===== src/rtl/muldiv_pkg.sv =====
// Shared types and opcode helpers for the RV32M multiply/divide unit.
package muldiv_pkg;

   localparam int MDU_XLEN = 32;

   typedef enum logic [2:0] {
      OP_MUL    = 3'b000,
      OP_MULH   = 3'b001,
      OP_MULHSU = 3'b010,
      OP_MULHU  = 3'b011,
      OP_DIV    = 3'b100,
      OP_DIVU   = 3'b101,
      OP_REM    = 3'b110,
      OP_REMU   = 3'b111
   } mdu_op_t;

   typedef enum logic [1:0] {
      ST_IDLE = 2'd0,
      ST_CALC = 2'd1,
      ST_FIN  = 2'd2,
      ST_DONE = 2'd3
   } mdu_state_t;

   function automatic logic is_signed_a(input mdu_op_t op);
      return (op == OP_MULH) || (op == OP_MULHSU) || (op == OP_DIV) || (op == OP_REM);
   endfunction

   function automatic logic is_signed_b(input mdu_op_t op);
      return (op == OP_MULH) || (op == OP_DIV) || (op == OP_REM);
   endfunction

   function automatic logic is_div(input mdu_op_t op);
      return op[2];
   endfunction

   function automatic logic is_rem(input mdu_op_t op);
      return (op == OP_REM) || (op == OP_REMU);
   endfunction

endpackage


===== src/rtl/muldiv_unit_iter_core.sv =====
// XLEN-step iterative datapath: shift-add multiply or restoring divide on unsigned magnitudes.
// Result sits in {o_hi, o_lo}: product halves for multiply, remainder/quotient for divide.
module mdu_iter_core
   import muldiv_pkg::*;
#(
   parameter int XLEN = MDU_XLEN
) (
   input  logic            CLK,
   input  logic            RSTn,
   input  logic            i_load,
   input  logic            i_is_div,
   input  logic [XLEN-1:0] i_mag_a,
   input  logic [XLEN-1:0] i_mag_b,
   input  logic            i_run,
   output logic            o_last,
   output logic [XLEN-1:0] o_hi,
   output logic [XLEN-1:0] o_lo
);

   localparam int CNT_W = $clog2(XLEN);

   logic            r_div;
   logic [XLEN-1:0] r_opnd;
   logic [XLEN-1:0] r_acc;
   logic [XLEN-1:0] r_lo;
   logic [CNT_W-1:0] r_cnt;

   logic [XLEN-1:0] w_addend;
   logic [XLEN:0]   w_sum;
   logic [XLEN:0]   w_shift;
   logic [XLEN:0]   w_diff;

   // r_opnd is the multiplicand when multiplying and the divisor when dividing
   assign w_addend = r_lo[0] ? r_opnd : {XLEN{1'b0}};
   assign w_sum    = {1'b0, r_acc} + {1'b0, w_addend};
   assign w_shift  = {r_acc, r_lo[XLEN-1]};
   assign w_diff   = w_shift - {1'b0, r_opnd};

   always_ff @(posedge CLK) begin
      if (!RSTn) begin
         r_div  <= 1'b0;
         r_opnd <= '0;
         r_acc  <= '0;
         r_lo   <= '0;
         r_cnt  <= '0;
      end else if (i_load) begin
         r_div <= i_is_div;
         r_acc <= '0;
         r_cnt <= '0;
         if (i_is_div) begin
            r_opnd <= i_mag_b;
            r_lo   <= i_mag_a;
         end else begin
            r_opnd <= i_mag_a;
            r_lo   <= i_mag_b;
         end
      end else if (i_run) begin
         r_cnt <= r_cnt + 1'b1;
         if (r_div) begin
            if (!w_diff[XLEN]) begin
               r_acc <= w_diff[XLEN-1:0];
               r_lo  <= {r_lo[XLEN-2:0], 1'b1};
            end else begin
               r_acc <= w_shift[XLEN-1:0];
               r_lo  <= {r_lo[XLEN-2:0], 1'b0};
            end
         end else begin
            r_acc <= w_sum[XLEN:1];
            r_lo  <= {w_sum[0], r_lo[XLEN-1:1]};
         end
      end
   end

   assign o_last = (r_cnt == CNT_W'(XLEN - 1));
   assign o_hi   = r_acc;
   assign o_lo   = r_lo;

endmodule


===== src/rtl/muldiv_unit.sv =====
// Iterative RV32M multiply/divide unit: FSM, operand capture, special cases, sign fix, outputs.
// Optional MULDIV_FAST_MUL_EN: multiplies resolve combinationally at the accept edge.
//
// state   | meaning
// IDLE    | waiting for MDUStart
// CALC    | iterative core stepping, XLEN edges
// FIN     | sign correction, result/rd registered
// DONE    | MDUDone pulse; may accept a new start
module muldiv_unit
   import muldiv_pkg::*;
#(
   parameter int XLEN = MDU_XLEN
) (
   input  logic            CLK,
   input  logic            RSTn,
   input  logic            MDUStart,
   input  logic [2:0]      MDUFunct3,
   input  logic [XLEN-1:0] MDUA,
   input  logic [XLEN-1:0] MDUB,
   input  logic [4:0]      MDURd,
   output logic            MDUBusy,
   output logic            MDUDone,
   output logic [XLEN-1:0] MDUResult,
   output logic [4:0]      MDURdOut
);

   mdu_state_t r_state;
   mdu_state_t w_state_nxt;

   mdu_op_t         r_op;
   logic            r_neg_a;
   logic            r_neg_b;
   logic [4:0]      r_rd;
   logic [XLEN-1:0] r_result;
   logic [4:0]      r_rd_out;

   mdu_op_t         w_op_in;
   logic            w_neg_a_in;
   logic            w_neg_b_in;
   logic [XLEN-1:0] w_mag_a;
   logic [XLEN-1:0] w_mag_b;
   logic            w_accept;
   logic            w_div_zero;
   logic            w_ovf;
   logic            w_fast;
   logic            w_short;
   logic [XLEN-1:0] w_short_res;
   logic            w_last;
   logic [XLEN-1:0] w_hi;
   logic [XLEN-1:0] w_lo;
   logic [2*XLEN-1:0] w_prod;
   logic [2*XLEN-1:0] w_prod_fix;
   logic [XLEN-1:0] w_quot_fix;
   logic [XLEN-1:0] w_rem_fix;
   logic [XLEN-1:0] w_fin_res;

   assign w_op_in    = mdu_op_t'(MDUFunct3);
   assign w_neg_a_in = is_signed_a(w_op_in) & MDUA[XLEN-1];
   assign w_neg_b_in = is_signed_b(w_op_in) & MDUB[XLEN-1];
   assign w_mag_a    = w_neg_a_in ? (~MDUA + 1'b1) : MDUA;
   assign w_mag_b    = w_neg_b_in ? (~MDUB + 1'b1) : MDUB;
   assign w_accept   = MDUStart & ((r_state == ST_IDLE) | (r_state == ST_DONE));

   assign w_div_zero = is_div(w_op_in) & (MDUB == '0);
   assign w_ovf      = is_div(w_op_in) & is_signed_a(w_op_in)
                     & (MDUA == {1'b1, {(XLEN-1){1'b0}}}) & (MDUB == {XLEN{1'b1}});

`ifdef MULDIV_FAST_MUL_EN
   logic [2*XLEN-1:0] w_fast_prod;
   // sign/zero extension to 2*XLEN makes one unsigned multiply cover all four variants
   assign w_fast_prod = {{XLEN{w_neg_a_in}}, MDUA} * {{XLEN{w_neg_b_in}}, MDUB};
   assign w_fast      = ~is_div(w_op_in);
`else
   assign w_fast      = 1'b0;
`endif

   assign w_short = w_div_zero | w_ovf | w_fast;

   always_comb begin
      w_short_res = '0;
      if (is_rem(w_op_in)) begin
         w_short_res = w_div_zero ? MDUA : {XLEN{1'b0}};
      end else begin
         w_short_res = w_div_zero ? {XLEN{1'b1}} : MDUA;
      end
`ifdef MULDIV_FAST_MUL_EN
      if (!is_div(w_op_in)) begin
         w_short_res = (w_op_in == OP_MUL) ? w_fast_prod[XLEN-1:0] : w_fast_prod[2*XLEN-1:XLEN];
      end
`endif
   end

   mdu_iter_core #(
      .XLEN (XLEN)
   ) u_core (
      .CLK      (CLK),
      .RSTn     (RSTn),
      .i_load   (w_accept),
      .i_is_div (is_div(w_op_in)),
      .i_mag_a  (w_mag_a),
      .i_mag_b  (w_mag_b),
      .i_run    (r_state == ST_CALC),
      .o_last   (w_last),
      .o_hi     (w_hi),
      .o_lo     (w_lo)
   );

   always_ff @(posedge CLK) begin
      if (!RSTn) begin
         r_state <= ST_IDLE;
      end else begin
         r_state <= w_state_nxt;
      end
   end

   always_comb begin
      w_state_nxt = r_state;
      case (r_state)
         ST_IDLE: if (w_accept) w_state_nxt = w_short ? ST_DONE : ST_CALC;
         ST_CALC: if (w_last)   w_state_nxt = ST_FIN;
         ST_FIN:                w_state_nxt = ST_DONE;
         ST_DONE: begin
            if (w_accept) w_state_nxt = w_short ? ST_DONE : ST_CALC;
            else          w_state_nxt = ST_IDLE;
         end
         default:               w_state_nxt = ST_IDLE;
      endcase
   end

   always_comb begin
      MDUBusy = (r_state == ST_CALC) || (r_state == ST_FIN);
      MDUDone = (r_state == ST_DONE);
   end

   // remainder follows the dividend sign; product and quotient negate when signs differ
   assign w_prod     = {w_hi, w_lo};
   assign w_prod_fix = (r_neg_a ^ r_neg_b) ? (~w_prod + 1'b1) : w_prod;
   assign w_quot_fix = (r_neg_a ^ r_neg_b) ? (~w_lo + 1'b1) : w_lo;
   assign w_rem_fix  = r_neg_a ? (~w_hi + 1'b1) : w_hi;

   always_comb begin
      w_fin_res = '0;
      case (r_op)
         OP_MUL:                     w_fin_res = w_prod_fix[XLEN-1:0];
         OP_MULH, OP_MULHSU, OP_MULHU: w_fin_res = w_prod_fix[2*XLEN-1:XLEN];
         OP_DIV, OP_DIVU:            w_fin_res = w_quot_fix;
         OP_REM, OP_REMU:            w_fin_res = w_rem_fix;
         default:                    w_fin_res = '0;
      endcase
   end

   always_ff @(posedge CLK) begin
      if (!RSTn) begin
         r_op     <= OP_MUL;
         r_neg_a  <= 1'b0;
         r_neg_b  <= 1'b0;
         r_rd     <= '0;
         r_result <= '0;
         r_rd_out <= '0;
      end else if (w_accept) begin
         r_op    <= w_op_in;
         r_neg_a <= w_neg_a_in;
         r_neg_b <= w_neg_b_in;
         r_rd    <= MDURd;
         if (w_short) begin
            r_result <= w_short_res;
            r_rd_out <= MDURd;
         end
      end else if (r_state == ST_FIN) begin
         r_result <= w_fin_res;
         r_rd_out <= r_rd;
      end
   end

   assign MDUResult = r_result;
   assign MDURdOut  = r_rd_out;

endmodule

===== config.mk =====
export PLATFORM = sky130hd
export DESIGN_NAME = muldiv_unit
export DESIGN_NICKNAME = d
export VERILOG_FILES = /design/src/rtl/muldiv_pkg.sv /design/src/rtl/muldiv_unit_iter_core.sv /design/src/rtl/muldiv_unit.sv
export SDC_FILE = /design/constraint.sdc
export NUM_CORES = 1
export LEC_CHECK = 0
export BUFFER_PORTS_ARGS = -buffer_cell sky130_fd_sc_hd__buf_2
export CORE_AREA = 2 2 141 280
export DETAILED_ROUTE_END_ITERATION = 8
export DIE_AREA = 0 0 143 282
export GPL_ROUTABILITY_DRIVEN = 0
export GPL_TIMING_DRIVEN = 1
export PLACE_DENSITY_LB_ADDON = 0.12
export SYNTH_ARGS = -nofsm -noshare
export SYNTH_HDL_FRONTEND = slang
export SYNTH_SLANG_ARGS = --single-unit

===== constraint.sdc =====
create_clock -name CLK -period 4.7 [get_ports CLK]
set_input_delay 0.94 -clock CLK [delete_from_list [all_inputs] [get_ports CLK]]
set_output_delay 0.94 -clock CLK [all_outputs]
set_load 0.1 [all_outputs]

# --- After elaboration in Yosys (flattened, before gate mapping) ---
# Cells that the tools add are included.
classes:
  n_addsub: 8
  n_bitwise: 16
  n_reduce_logical: 18
  eq_ne: 21
  mux: 29
op_table:
  columns: ["cell", "count"]
  rows:
  - ["$mux W32", 18]
  - ["$add A32 B1 Y32 const B", 4]
  - ["$not A32 Y32", 4]
  - ["$pmux W32 S4", 1]
  - ["$add A64 B1 Y64 const B", 1]
  - ["$eq A32 B32 Y1 const B", 2]
  - ["$mux W64", 1]
  - ["$not A64 Y64", 1]
  - ["$add A32 B32 Y33", 1]
  - ["$sub A33 B32 Y33", 1]
  - ["$logic_not A32 Y1", 1]
  - ["$eq A3 B3 Y1 const B", 7]
  - ["$mux W5", 3]
  - ["$eq A3 B2 Y1 const B", 3]
  - ["$mux W2", 4]
  - ["$pmux W2 S4", 1]
  - ["$and A1 B1 Y1", 7]
  - ["$logic_or A1 B1 Y1", 7]
  - ["$eq A3 B1 Y1 const B", 2]
  - ["$reduce_or A2 Y1", 3]
  - ["$add A5 B1 Y5 const B", 1]
  - ["$eq A5 B5 Y1 const B", 1]
  - ["$eq A2 B2 Y1 const B", 2]
  - ["$ne A2 B2 Y1 const B", 2]
  - ["other kinds (11)", 14]
totals:
  inputBits: 75
  wordCells: 104
  output_inout_bits: 39
  regBits: 151

# --- Longest topological paths before layout ---
# Gate-level depths: netlist (run 1).
logic_depth:
  depth_word: 11
  depth_mapped: 15

# --- Cells and area by module ---
# From an unflattened synthesis (run 1), not the netlist that was laid out.
hier_totals:
  hier_cells: 2236
  area_unflattened_um2: 16437.0
by_module_without_submodules:
  columns: ["module", "area_each_um2", "n_inst", "cells_per_inst"]
  rows:
  - ["mdu_iter_core", 9052.4, 1, 1129]
  - ["muldiv_unit", 7384.6, 1, 1107]

# --- Worst setup path after synthesis (run 1) ---
# Ideal clock, no wire load.
synth_path:
  kind: "register to register"
  from: "register u_core.r_lo[0] (netlist: u_core.o_lo[0])"
  to: "register u_core.r_acc[27] (netlist: u_core.o_hi[27])"
  path_slack_ns: 1.283
  required_ns: 4.605
  stages_incl_launch_ff: 14
  n_path_buf: 1
  arrival_ns: 3.321
  path_cell_list: "dfxtp_1 inv_1 clkbuf_1 nor2_1 ha_1 a21o_1 a221oi_1 o22ai_1 a2111oi_0 or2_2 o41ai_1 xnor2_1 o211a_1 a221oi_1"
synth_between:
  elab_chain_len: 3
synth_rtl:
  columns: ["item", "line_no", "rtl"]
  rows:
  - ["from (decl)", "muldiv_unit_iter_core.sv:25", "logic [XLEN-1:0] r_lo;"]
  - ["from (signal assigned)", "muldiv_unit_iter_core.sv:52", "r_lo <= i_mag_a;"]
  - ["from (signal assigned)", "muldiv_unit_iter_core.sv:55", "r_lo <= i_mag_b;"]
  - ["from (signal assigned)", "muldiv_unit_iter_core.sv:62", "r_lo <= {r_lo[XLEN-2:0], 1'b1};"]
  - ["$mux W32", "muldiv_unit_iter_core.sv:34", "assign w_addend = r_lo[0] ? r_opnd : {XLEN{1'b0}};"]
  - ["$add A32 B32 Y33", "muldiv_unit_iter_core.sv:35", "assign w_sum = {1'b0, r_acc} + {1'b0, w_addend};"]
  - ["$mux W32", "muldiv_unit_iter_core.sv:59", "if (r_div) begin"]
  - ["to (signal assigned)", "muldiv_unit_iter_core.sv:61", "r_acc <= w_diff[XLEN-1:0];"]
  - ["to (signal assigned)", "muldiv_unit_iter_core.sv:64", "r_acc <= w_shift[XLEN-1:0];"]
  - ["to (signal assigned)", "muldiv_unit_iter_core.sv:68", "r_acc <= w_sum[XLEN:1];"]
  - ["to (decl)", "muldiv_unit_iter_core.sv:24", "logic [XLEN-1:0] r_acc;"]
# Every way passes these cells.
# A chain may end at the register's enable or synchronous reset.

# --- Worst setup path in the final report (run 1) ---
# Same ends and word-level chain as after synthesis.

==> results.sh, run 1 <==
export IMPL_critPathKind="reg2reg"
export IMPL_fp_dieW_um=143
export IMPL_endpoint_kind="flip-flop"
export IMPL_vias_in_the_first_global_route=16190
export IMPL_power_static_leakage_nw=6.660
export IMPL_cts_hold_buffers_added=0
export IMPL_floorplan_core_area_um2=38040
export IMPL_cts_setup_buffers=0
export IMPL_design_final_nets=2292
export IMPL_power_density_cell_area_nw_per_um2=457.2
export IMPL_skew_ps=10.96
export IMPL_cp_buffers_inverters=3
export IMPL_finalSetupViolCount=0
export IMPL_cp_arrival_ps=4440
export IMPL_unrepaired_setup_endpoints_after_global_routing="no"
export IMPL_antennaDiodeCount=0
export IMPL_syn_nets=2261
export IMPL_std_cell_rows=101
export IMPL_globalRouteOverflowTotal=0
export IMPL_pin_count_of_the_biggest_net_entering_global_routing=70
export IMPL_drc=0
export IMPL_ir_worst_vdd_mv=0.2473
export IMPL_grt_usage=0.3058
export IMPL_synth_cell_types=81
export IMPL_timing_final_max_slew_violations=0
export IMPL_run_status="finished, final reports clean"
export IMPL_firstDrtPassIters=7
export IMPL_fin_crit_ps=4080
export IMPL_worstHoldPathCells=2
export IMPL_finalHoldViolations=0
export IMPL_hold_path_class="reg2reg"
export IMPL_timing_critical_path_max_delay_family="compound AO/OA/AOI/OAI gates"
export IMPL_tightestPinTransition_ps=993.3
export IMPL_synthesis_instances=2109
export IMPL_tritoncts_num_buffers=17
export IMPL_ys_flop_type="sky130_fd_sc_hd__dfxtp_1"
export IMPL_cts_repair_resized=0
export IMPL_io_pins=114
export IMPL_worstSetupStartpointType="flip-flop"
export IMPL_most_common_layout_cells="sky130_fd_sc_hd__nor2_1, sky130_fd_sc_hd__a21oi_1, sky130_fd_sc_hd__nand2_1"
export IMPL_detailedPlacementHpwl_um=48720
export IMPL_cts_tree="yes"
export IMPL_synth_edf_count=0
export IMPL_cap_violations=0
export IMPL_placement_io_buffers=113
export IMPL_dpl_cell_area_um2=16140
export IMPL_cts_path_max_buffers=2
export IMPL_post_cts_clock_slew_at_the_launch_and_capture_registers_of_the_worst_setup_and_hold_paths_ps=70
export IMPL_post_drt_via_cell_ratio=6.114
export IMPL_drive_gt1_frac=0.1133
export IMPL_via_count=16313
export IMPL_wl_per_cell_um=23.09
export IMPL_dieHeight_um=282
export IMPL_max_freq_mhz=245.1
export IMPL_synth_area_per_cell_um2=7.129
export IMPL_critical_path_top_cell_by_count="sky130_fd_sc_hd__buf_4"
export IMPL_area_delta_synth_final_pct=11.18
export IMPL_layout_cells_most_common="sky130_fd_sc_hd__nor2_1"
export IMPL_clkSinkCount=150
export IMPL_worst_path_stages=14
export IMPL_r2r_worst_path_cells=14
export IMPL_postSynthRegisterBits=150
export IMPL_slowest_stage="sky130_fd_sc_hd__o22ai_1"
export IMPL_postSynth_asyncResetShare=0
export IMPL_crit_path_max_incr_delay_ps=650
export IMPL_critical_path_peak_fanout=25
export IMPL_drt_initial_drc_count=1242
export IMPL_die_area_um2=40330
export IMPL_maxSlewHeadroom=0.3360
export IMPL_ys_seq_area_frac=0.1997
export IMPL_fin_worst_hold_slack_ps=451.1
export IMPL_wl_um=61620
export IMPL_initial_core_utilization=0.3953
export IMPL_finalCritPeriodShare=0.8680
export IMPL_wire_length_of_the_first_global_routing_pass_um=93990
export IMPL_yosysWarningCount=0
export IMPL_initial_antenna_violation_count=1
export IMPL_mappedNetlistArea_um2=15030
export IMPL_clk_root_buffer_cell="sky130_fd_sc_hd__clkbuf_16"
export IMPL_fin_setup_tns_ps=0
export IMPL_n_fill_cell=3995
export IMPL_clkLatencyLatePin_ps=460
export IMPL_htree_levels=4
export IMPL_timing_critical_path_required_ps=5060
export IMPL_worstPathCellList="inv_1, buf_4, nor2_1, ha_1, o21a_1, o21bai_1, o22ai_1, a2111oi_1, buf_4, or2_2, o41ai_1, xnor2_1, o211a_1, a221oi_1"
export IMPL_final_cell_area_um2=16720
export IMPL_antenna_left=0
## synthesized netlist by cell type, types with 6 or more instances
cell | count | share of area
sky130_fd_sc_hd__a211o_1 | 7 | 0.0041
sky130_fd_sc_hd__a211oi_1 | 48 | 0.024
sky130_fd_sc_hd__a21boi_0 | 30 | 0.015
sky130_fd_sc_hd__a21o_1 | 18 | 0.0090
sky130_fd_sc_hd__a21oi_1 | 194 | 0.065
sky130_fd_sc_hd__a221oi_1 | 14 | 0.0082
sky130_fd_sc_hd__a31o_2 | 10 | 0.0058
sky130_fd_sc_hd__a31oi_1 | 26 | 0.011
sky130_fd_sc_hd__and2_1 | 21 | 0.0087
sky130_fd_sc_hd__and3_1 | 15 | 0.0062
sky130_fd_sc_hd__buf_1 | 15 | 0.0037
sky130_fd_sc_hd__buf_2 | 13 | 0.0043
sky130_fd_sc_hd__clkbuf_1 | 127 | 0.032
sky130_fd_sc_hd__dfxtp_1 | 150 | 0.20
sky130_fd_sc_hd__ha_1 | 75 | 0.062
sky130_fd_sc_hd__inv_1 | 65 | 0.016
sky130_fd_sc_hd__mux2i_1 | 64 | 0.043
sky130_fd_sc_hd__nand2_1 | 176 | 0.044
sky130_fd_sc_hd__nand2b_1 | 17 | 0.0071
sky130_fd_sc_hd__nand3_1 | 43 | 0.014
sky130_fd_sc_hd__nand3b_1 | 6 | 0.0030
sky130_fd_sc_hd__nand4_1 | 17 | 0.0071
sky130_fd_sc_hd__nor2_1 | 237 | 0.059
sky130_fd_sc_hd__nor2b_1 | 27 | 0.011
sky130_fd_sc_hd__nor3_1 | 49 | 0.016
sky130_fd_sc_hd__nor4_1 | 23 | 0.0096
sky130_fd_sc_hd__o211a_1 | 11 | 0.0073
sky130_fd_sc_hd__o211ai_1 | 47 | 0.023
sky130_fd_sc_hd__o21a_1 | 28 | 0.014
sky130_fd_sc_hd__o21ai_0 | 156 | 0.052
sky130_fd_sc_hd__o21bai_1 | 7 | 0.0035
sky130_fd_sc_hd__o221ai_1 | 13 | 0.0076
sky130_fd_sc_hd__o22ai_1 | 20 | 0.0083
sky130_fd_sc_hd__o31ai_1 | 32 | 0.016
sky130_fd_sc_hd__o41ai_1 | 9 | 0.0052
sky130_fd_sc_hd__or2_2 | 9 | 0.0037
sky130_fd_sc_hd__or3_1 | 15 | 0.0062
sky130_fd_sc_hd__or4_1 | 14 | 0.0070
sky130_fd_sc_hd__xnor2_1 | 101 | 0.059
sky130_fd_sc_hd__xor2_1 | 79 | 0.046
## worst paths after layout
kind | slack (ps) | from | end
setup / recovery | 620 | u_core.o_lo[0]$_SDFFE_PN0P_ | u_core.o_hi[27]$_SDFFE_PP0P_
hold / removal | 450 | u_core.r_opnd[30]$_SDFFE_PN0P_ | u_core.r_opnd[30]$_SDFFE_PN0P_
setup reg to reg | 620 | u_core.o_lo[0]$_SDFFE_PN0P_ | u_core.o_hi[27]$_SDFFE_PP0P_
hold reg to reg | 450 | u_core.r_opnd[30]$_SDFFE_PN0P_ | u_core.r_opnd[30]$_SDFFE_PN0P_
## logic make-up after synthesis
family,after synthesis,synth area share
compound gates,719,0.3086
simple gates,690,0.2183
buf+inv,226,0.05859
xor+xnor,180,0.1049
flops,150,0.1997
fa+ha+maj,77,0.06508
mux,67,0.04486
## tightest hold or removal path: cells and delay by family (launching register included)
kind,cells,cell delay [ps]
DFF,1,310
and+or+nand+nor,2,100
## where the power goes
group / switching, mW / leakage (nW) / internal [mW]
clock: 0.647 / 0.280 / 0.758
sequential: 0.311 / 1.22 / 1.46
combinational: 2.89 / 5.16 / 1.58
total: 3.85 / 6.66 / 3.79
## metrics by stage
step / instances / util / setup slack [ps] / power (mW)
2_1_floorplan: 2109 / - / 1283 / 4.847
3_3_place_gp: 2636 / 0.4242 / 543.4 / 6.135
3_5_place_dp: 2636 / 0.4242 / 449.6 / 6.153
4_1_cts: 2668 / 0.4395 / 710.4 / 7.578
5_1_grt: 2668 / 0.4395 / 435.6 / 8.102
6_report: 2668 / 0.4395 / 620.2 / 7.642
## flip-flops by register name, indices dropped and copies added, names as in the netlist
signal and count:
r_state 2, u_core.r_cnt 5, u_core.o_hi 32, u_core.r_opnd 32, r_rd 5, MDUResult 32
u_core.r_div 1, r_op 2, r_neg_b 1, u_core.o_lo 32, MDURdOut 5, r_neg_a 1
## layout make-up
type	instances	area [µm²]	share of cell area
multi-input combinational	1733	11200	0.6698
sequential	150	3007	0.1799
timing repair buffer	170	1033	0.06183
tap	515	644.4	0.03855
clock buffer	18	439.2	0.02627
inverter	68	255.2	0.01527
clock inverter	14	141.4	0.008458
## metal layers
metal / global-route usage / up-vias / wire length (µm)
met5: 0 / - / 14
li1: - / 7751 / -
met3: 0.03278 / 228 / 2435
met4: 0.2376 / 2 / 5229
met1: 0.3115 / 7731 / 21960
met2: 0.5593 / 601 / 31980
Note: power is estimated with default switching activity, not from simulation.
==> run 2: changes to the inputs <==
MAX_ROUTING_LAYER = met4   (was default)
PLACE_DENSITY_LB_ADDON = 0.25   (was 0.12)
==> run 2 against run 1 <==
Against the previous run:
- hold slack improved by 8.3 ps
- routed wire length decreased by 1.4%
- largest cell class unchanged
- utilization decreased by 0.076 points
- sequential share of layout area about the same
- via count increased by 0.98%
- total power increased by 0.26%
- clock skew increased by 3.5 ps
- cell count about the same
- first-iteration DRC count decreased by 10%
- clock-buffer cell count unchanged
- critical endpoint unchanged
- sequential power about the same
- die area unchanged
==> results.sh, run 2 (same netlist as run 1, synthesis figures left out) <==
export IMPL_run_status="finished, final reports clean"
export IMPL_drive_gt1_frac=0.1125
export IMPL_worstPathCellList="inv_1, buf_4, nor2_1, ha_1, and3_1, a221oi_1, o22ai_1, a2111oi_0, buf_4, or2_2, o41ai_1, xnor2_1, o211a_1, a221oi_1"
export IMPL_clkLatencyLatePin_ps=460
export IMPL_cp_buffers_inverters=3
export IMPL_firstDrtPassIters=6
export IMPL_timing_critical_path_max_delay_family="compound AO/OA/AOI/OAI gates"
export IMPL_area_delta_synth_final_pct=10.99
export IMPL_wire_length_of_the_first_global_routing_pass_um=91730
export IMPL_most_common_layout_cells="sky130_fd_sc_hd__nor2_1, sky130_fd_sc_hd__a21oi_1, sky130_fd_sc_hd__nand2_1"
export IMPL_fp_dieW_um=143
export IMPL_power_density_cell_area_nw_per_um2=459.1
export IMPL_wl_um=60740
export IMPL_initial_core_utilization=0.3953
export IMPL_via_count=16473
export IMPL_cp_arrival_ps=4310
export IMPL_globalRouteOverflowTotal=0
export IMPL_timing_hold_worst_start="u_core.r_opnd[30]$_SDFFE_PN0P_"
export IMPL_dieHeight_um=282
export IMPL_cts_repair_resized=0
export IMPL_timing_critical_path_required_ps=5060
export IMPL_cts_setup_buffers=0
export IMPL_drt_initial_drc_count=1117
export IMPL_finalCritPeriodShare=0.8402
export IMPL_critPathKind="reg2reg"
export IMPL_hold_path_class="reg2reg"
export IMPL_cts_hold_buffers_added=0
export IMPL_htree_levels=4
export IMPL_std_cell_rows=101
export IMPL_unrepaired_setup_endpoints_after_global_routing="no"
export IMPL_tightestPinTransition_ps=981.4
export IMPL_pin_count_of_the_biggest_net_entering_global_routing=84
export IMPL_overall_power_consumption_mw=7.662
export IMPL_n_fill_cell=3910
export IMPL_placement_io_buffers=113
export IMPL_r2r_worst_path_cells=14
export IMPL_layout_cells_most_common="sky130_fd_sc_hd__nor2_1"
export IMPL_cts_tree="yes"
export IMPL_worstHoldPathCells=2
export IMPL_reg2reg_setup_slack_ps=750
export IMPL_fin_setup_tns_ps=0
export IMPL_power_static_leakage_nw=6.657
export IMPL_ff_to_ff_start="u_core.o_lo[0]$_SDFFE_PN0P_"
export IMPL_die_area_um2=40330
export IMPL_antennaDiodeCount=0
export IMPL_finalHoldViolations=0
export IMPL_fin_crit_ps=3949
export IMPL_cts_path_max_buffers=2
export IMPL_design_final_nets=2290
export IMPL_floorplan_core_area_um2=38040
export IMPL_grt_usage=0.3070
export IMPL_crit_path_start="u_core.o_lo[0]$_SDFFE_PN0P_"
export IMPL_finalSetupViolCount=0
export IMPL_post_drt_via_cell_ratio=6.179
export IMPL_max_freq_mhz=253.2
export IMPL_critical_path_reg2reg_endpoint="u_core.o_hi[27]$_SDFFE_PP0P_"
export IMPL_skew_ps=14.49
export IMPL_detailedPlacementHpwl_um=47800
export IMPL_cap_violations=0
export IMPL_crit_path_max_incr_delay_ps=550
export IMPL_antenna_left=0
export IMPL_clk_root_buffer_cell="sky130_fd_sc_hd__clkbuf_16"
export IMPL_vias_in_the_first_global_route=15938
export IMPL_io_pins=114
export IMPL_wl_per_cell_um=22.78
export IMPL_ir_worst_vdd_mv=0.3070
export IMPL_drc=0
export IMPL_endpoint_kind="flip-flop"
export IMPL_critical_path_peak_fanout=27
export IMPL_clkSinkCount=150
export IMPL_tritoncts_num_buffers=17
export IMPL_post_cts_clock_slew_at_the_launch_and_capture_registers_of_the_worst_setup_and_hold_paths_ps=70
export IMPL_timing_final_max_slew_violations=0
export IMPL_maxSlewHeadroom=0.3419
export IMPL_slowest_stage="sky130_fd_sc_hd__a221oi_1"
export IMPL_worst_path_stages=14
export IMPL_whs_endpoint="u_core.r_opnd[30]$_SDFFE_PN0P_"
export IMPL_initial_antenna_violation_count=0
export IMPL_worstSetupStartpointType="flip-flop"
run 2: worst max-delay path by stage:
stage | endpoint | slack (ps)
2_1_floorplan | u_core.o_hi[27]$_SDFFE_PP0P_ | 1280
3_3_place_gp | MDUResult[29]$_SDFFE_PN0P_ | 420
3_5_place_dp | MDUResult[29]$_SDFFE_PN0P_ | 390
4_1_cts | u_core.o_hi[27]$_SDFFE_PP0P_ | 760
5_1_grt | u_core.o_hi[27]$_SDFFE_PP0P_ | 430
6_report | u_core.o_hi[27]$_SDFFE_PP0P_ | 750
run 2: through the flow:
stage	hold slack, ps	setup WS, ps	std cells	area, µm²	utilization
global placement	446.7	423.0	2634	16110	0.4234
detailed placement	449.4	393.1	2634	16110	0.4234
CTS	459.4	757.0	2666	16690	0.4387
global route	471.9	433.2	2666	16690	0.4387
finish	459.4	751.2	2666	16690	0.4387
floorplan	434.0	1283	2109	15030	-
run 2: power breakdown:
group	internal, mW	total, mW	switching (mW)
combinational	1.59	4.51	2.92
sequential	1.46	1.76	0.303
clock	0.757	1.39	0.637
total	3.80	7.66	3.86
run 2: tightest hold or removal path: cells and delay by family, from the launching register on:
| family | cells | cell delay [ps] |
|---|---|---|
| DFF | 1 | 310 |
| and+or+nand+nor | 2 | 110 |
run 2: routing by layer:
metal,track usage,share of wire
met1,0.2870,0.34
met2,0.5482,0.52
met4,0.2605,0.099
met5,-,0
met3,0.03668,0.047
run 2: layout make-up:
class / instances / area [µm²] / share of cell area
clock buffer: 18 / 439.2 / 0.02632
clock inverter: 14 / 141.4 / 0.008473
tap: 515 / 644.4 / 0.03861
sequential: 150 / 3007 / 0.1802
multi-input combinational: 1733 / 11190 / 0.6708
inverter: 68 / 255.2 / 0.01530
timing repair buffer: 168 / 1006 / 0.06028
==> run 3: changes to the inputs <==
clock period = 3.25 ns   (was 4.7 ns; I/O delays follow)
==> run 3 against run 2 <==
Against the previous run:
- via count is 5.4% higher
- critical path depth is 2 higher
- global-route usage is 1.7 points higher
- hold slack better by 5.7 ps
- sequential share of layout area is 2.1 points lower
- die area stayed put
- critical path type unchanged
==> results.sh, run 3 (same netlist as run 1, synthesis figures left out) <==
export IMPL_via_count=17361
export IMPL_power_static_leakage_nw=7.911
export IMPL_clkLatencyLatePin_ps=470
export IMPL_globalRouteOverflowTotal=0
export IMPL_timing_final_max_slew_violations=0
export IMPL_antenna_left=0
export IMPL_tritoncts_num_buffers=17
export IMPL_reg2reg_setup_slack_ps=30
export IMPL_layout_cells_most_common="sky130_fd_sc_hd__buf_4"
export IMPL_critical_path_top_cell_by_count="sky130_fd_sc_hd__buf_4"
export IMPL_dpl_cell_area_um2=17800
export IMPL_slowest_stage="sky130_fd_sc_hd__dfxtp_1"
export IMPL_drive_gt1_frac=0.2199
export IMPL_r2r_worst_path_cells=16
export IMPL_design_final_nets=2517
export IMPL_pin_count_of_the_biggest_net_entering_global_routing=80
export IMPL_wire_length_of_the_first_global_routing_pass_um=96170
export IMPL_dieHeight_um=282
export IMPL_clkSinkCount=150
export IMPL_cts_hold_buffers_added=0
export IMPL_timing_critical_path_required_ps=3610
export IMPL_io_pins=114
export IMPL_critical_path_reg2reg_endpoint="u_core.o_hi[6]$_SDFFE_PP0P_"
export IMPL_post_cts_clock_slew_at_the_launch_and_capture_registers_of_the_worst_setup_and_hold_paths_ps=70
export IMPL_endpoint="u_core.o_hi[6]$_SDFFE_PP0P_"
export IMPL_wl_per_cell_um=22.20
export IMPL_unrepaired_setup_endpoints_after_global_routing="yes"
export IMPL_fin_crit_ps=3222
export IMPL_floorplan_core_area_um2=38040
export IMPL_tightestPinTransition_ps=1019
export IMPL_cts_tree="yes"
export IMPL_cap_violations=0
export IMPL_finalHoldViolations=0
export IMPL_drt_initial_drc_count=1257
export IMPL_die_area_um2=40330
export IMPL_initial_core_utilization=0.3953
export IMPL_worstPathCellList="inv_1, ha_1, o211ai_1, a21oi_4, o21ai_2, o211ai_1, buf_4, buf_4, o2111a_1, a211oi_4, buf_4, buf_12, buf_4, mux2i_1, nand2_1, a32o_1"
export IMPL_final_standard_cell_count_with_taps_included_and_fillers_excluded=2895
export IMPL_cp_arrival_ps=3580
export IMPL_maxSlewHeadroom=0.3138
export IMPL_critical_path_peak_fanout=9
export IMPL_dp_cells=2850
export IMPL_drc=0
export IMPL_fp_dieW_um=143
export IMPL_wl_um=64260
export IMPL_initial_antenna_violation_count=2
export IMPL_run_status="finished, final reports clean"
export IMPL_final_cell_area_um2=18890
export IMPL_finalCritPeriodShare=0.9915
export IMPL_crit_path_max_incr_delay_ps=310
export IMPL_firstDrtPassIters=5
export IMPL_hold_path_class="reg2reg"
export IMPL_grt_usage=0.3240
export IMPL_worstSetupStartpointType="flip-flop"
export IMPL_max_freq_mhz=310.3
export IMPL_htree_levels=4
export IMPL_detailedPlacementHpwl_um=50030
export IMPL_placement_io_buffers=113
export IMPL_std_cell_rows=101
export IMPL_cts_path_max_buffers=2
export IMPL_power_density_cell_area_nw_per_um2=663.4
export IMPL_skew_ps=13.16
export IMPL_endpoint_kind="flip-flop"
export IMPL_most_common_layout_cells="sky130_fd_sc_hd__buf_4, sky130_fd_sc_hd__nor2_1, sky130_fd_sc_hd__a21oi_1"
export IMPL_vias_in_the_first_global_route=17393
export IMPL_critPathKind="reg2reg"
export IMPL_area_delta_synth_final_pct=25.66
export IMPL_clk_root_buffer_cell="sky130_fd_sc_hd__clkbuf_16"
export IMPL_crit_path_start="u_core.r_opnd[3]$_SDFFE_PN0P_"
export IMPL_ir_worst_vdd_mv=0.4063
export IMPL_finalSetupViolCount=0
export IMPL_ff_to_ff_start="u_core.r_opnd[3]$_SDFFE_PN0P_"
export IMPL_post_drt_via_cell_ratio=5.997
run 3: cell types whose count changed in the layout (fill, tap and decap cells not counted), moves of 4 or more:
cell and change:
sky130_fd_sc_hd__o21ai_0 -11, sky130_fd_sc_hd__clkinv_4 -6, sky130_fd_sc_hd__a211oi_1 -6, sky130_fd_sc_hd__ha_1 -7
sky130_fd_sc_hd__buf_4 +216, sky130_fd_sc_hd__o21ai_1 +9, sky130_fd_sc_hd__buf_12 +5, sky130_fd_sc_hd__a21oi_1 -5
sky130_fd_sc_hd__a21oi_2 +4, sky130_fd_sc_hd__a211oi_2 +6, sky130_fd_sc_hd__ha_4 +5
run 3: layout make-up:
cell class,instances,area (µm²)
well taps,515,644.4
repair buffers,395,2829
diodes,2,5.005
flip-flops and latches,150,3009
multi-input cells,1733,11550
clock inverters,14,147.6
inverters,68,255.2
clock buffers,18,450.4
fillers,3793,19150
run 3: what timing repair did:
| item | in CTS | in global routing |
|---|---|---|
| resized for setup | 14 | 63 |
| pin swaps | 1 | 9 |
| cloned | 1 | 1 |
| buffers inserted | 1 | 8 |
| setup endpoints to repair | 35 | 57 |
run 3: stage by stage:
step / utilization / total power [mW] / hold slack [ps] / setup TNS, ps / setup slack (ps)
2_1_floorplan: - / 7.028 / 434.0 / 0 / 2.763
3_3_place_gp: 0.4680 / 9.592 / 451.1 / -13630 / -477.8
3_5_place_dp: 0.4680 / 9.679 / 461.1 / -15360 / -501.4
4_1_cts: 0.4865 / 11.94 / 466.5 / -16.45 / -16.45
5_1_grt: 0.4967 / 13.14 / 486.1 / -557.3 / -90.69
6_report: 0.4967 / 12.53 / 465.1 / 0 / 27.61
run 3: metal layers:
layer	vias up	wire, µm	track usage	share of wire
li1	8191	-	-	-
met4	0	7623	0.3102	0.12
met1	8011	21330	0.2987	0.33
met2	793	32070	0.5628	0.50
met5	-	0	-	0
met3	366	3236	0.04365	0.050
run 3: report_power, final:
group          internal (mW)  switching (mW)  leakage [nW]
registers               2.11           0.260          1.23
logic                   3.27            4.81          6.39
clock network           1.13           0.949         0.292
run 3: worst min path at each step:
stage	from	to	cells past startpoint
4_1_cts	MDURd[3]	r_rd[3]$_SDFFE_PN0P_	3
2_1_floorplan	u_core.r_opnd[30]$_SDFFE_PN0P_	u_core.r_opnd[30]$_SDFFE_PN0P_	2
3_5_place_dp	MDUResult[20]$_SDFFE_PN0P_	MDUResult[20]$_SDFFE_PN0P_	2
3_3_place_gp	MDUResult[22]$_SDFFE_PN0P_	MDUResult[22]$_SDFFE_PN0P_	2
6_report	u_core.r_opnd[2]$_SDFFE_PN0P_	u_core.r_opnd[2]$_SDFFE_PN0P_	2
5_1_grt	MDURd[3]	r_rd[3]$_SDFFE_PN0P_	3
run 3: critical path, delay by kind of cell (launching register included):
family                   cells  cell delay (ps)
adder cells (fa/ha/maj)      1              300
flip-flops                   1              310
multiplexers                 1              170
AO/OA/AOI/OAI                7             1430
buffers and inverters        6              830
AND/OR/NAND/NOR              1               70
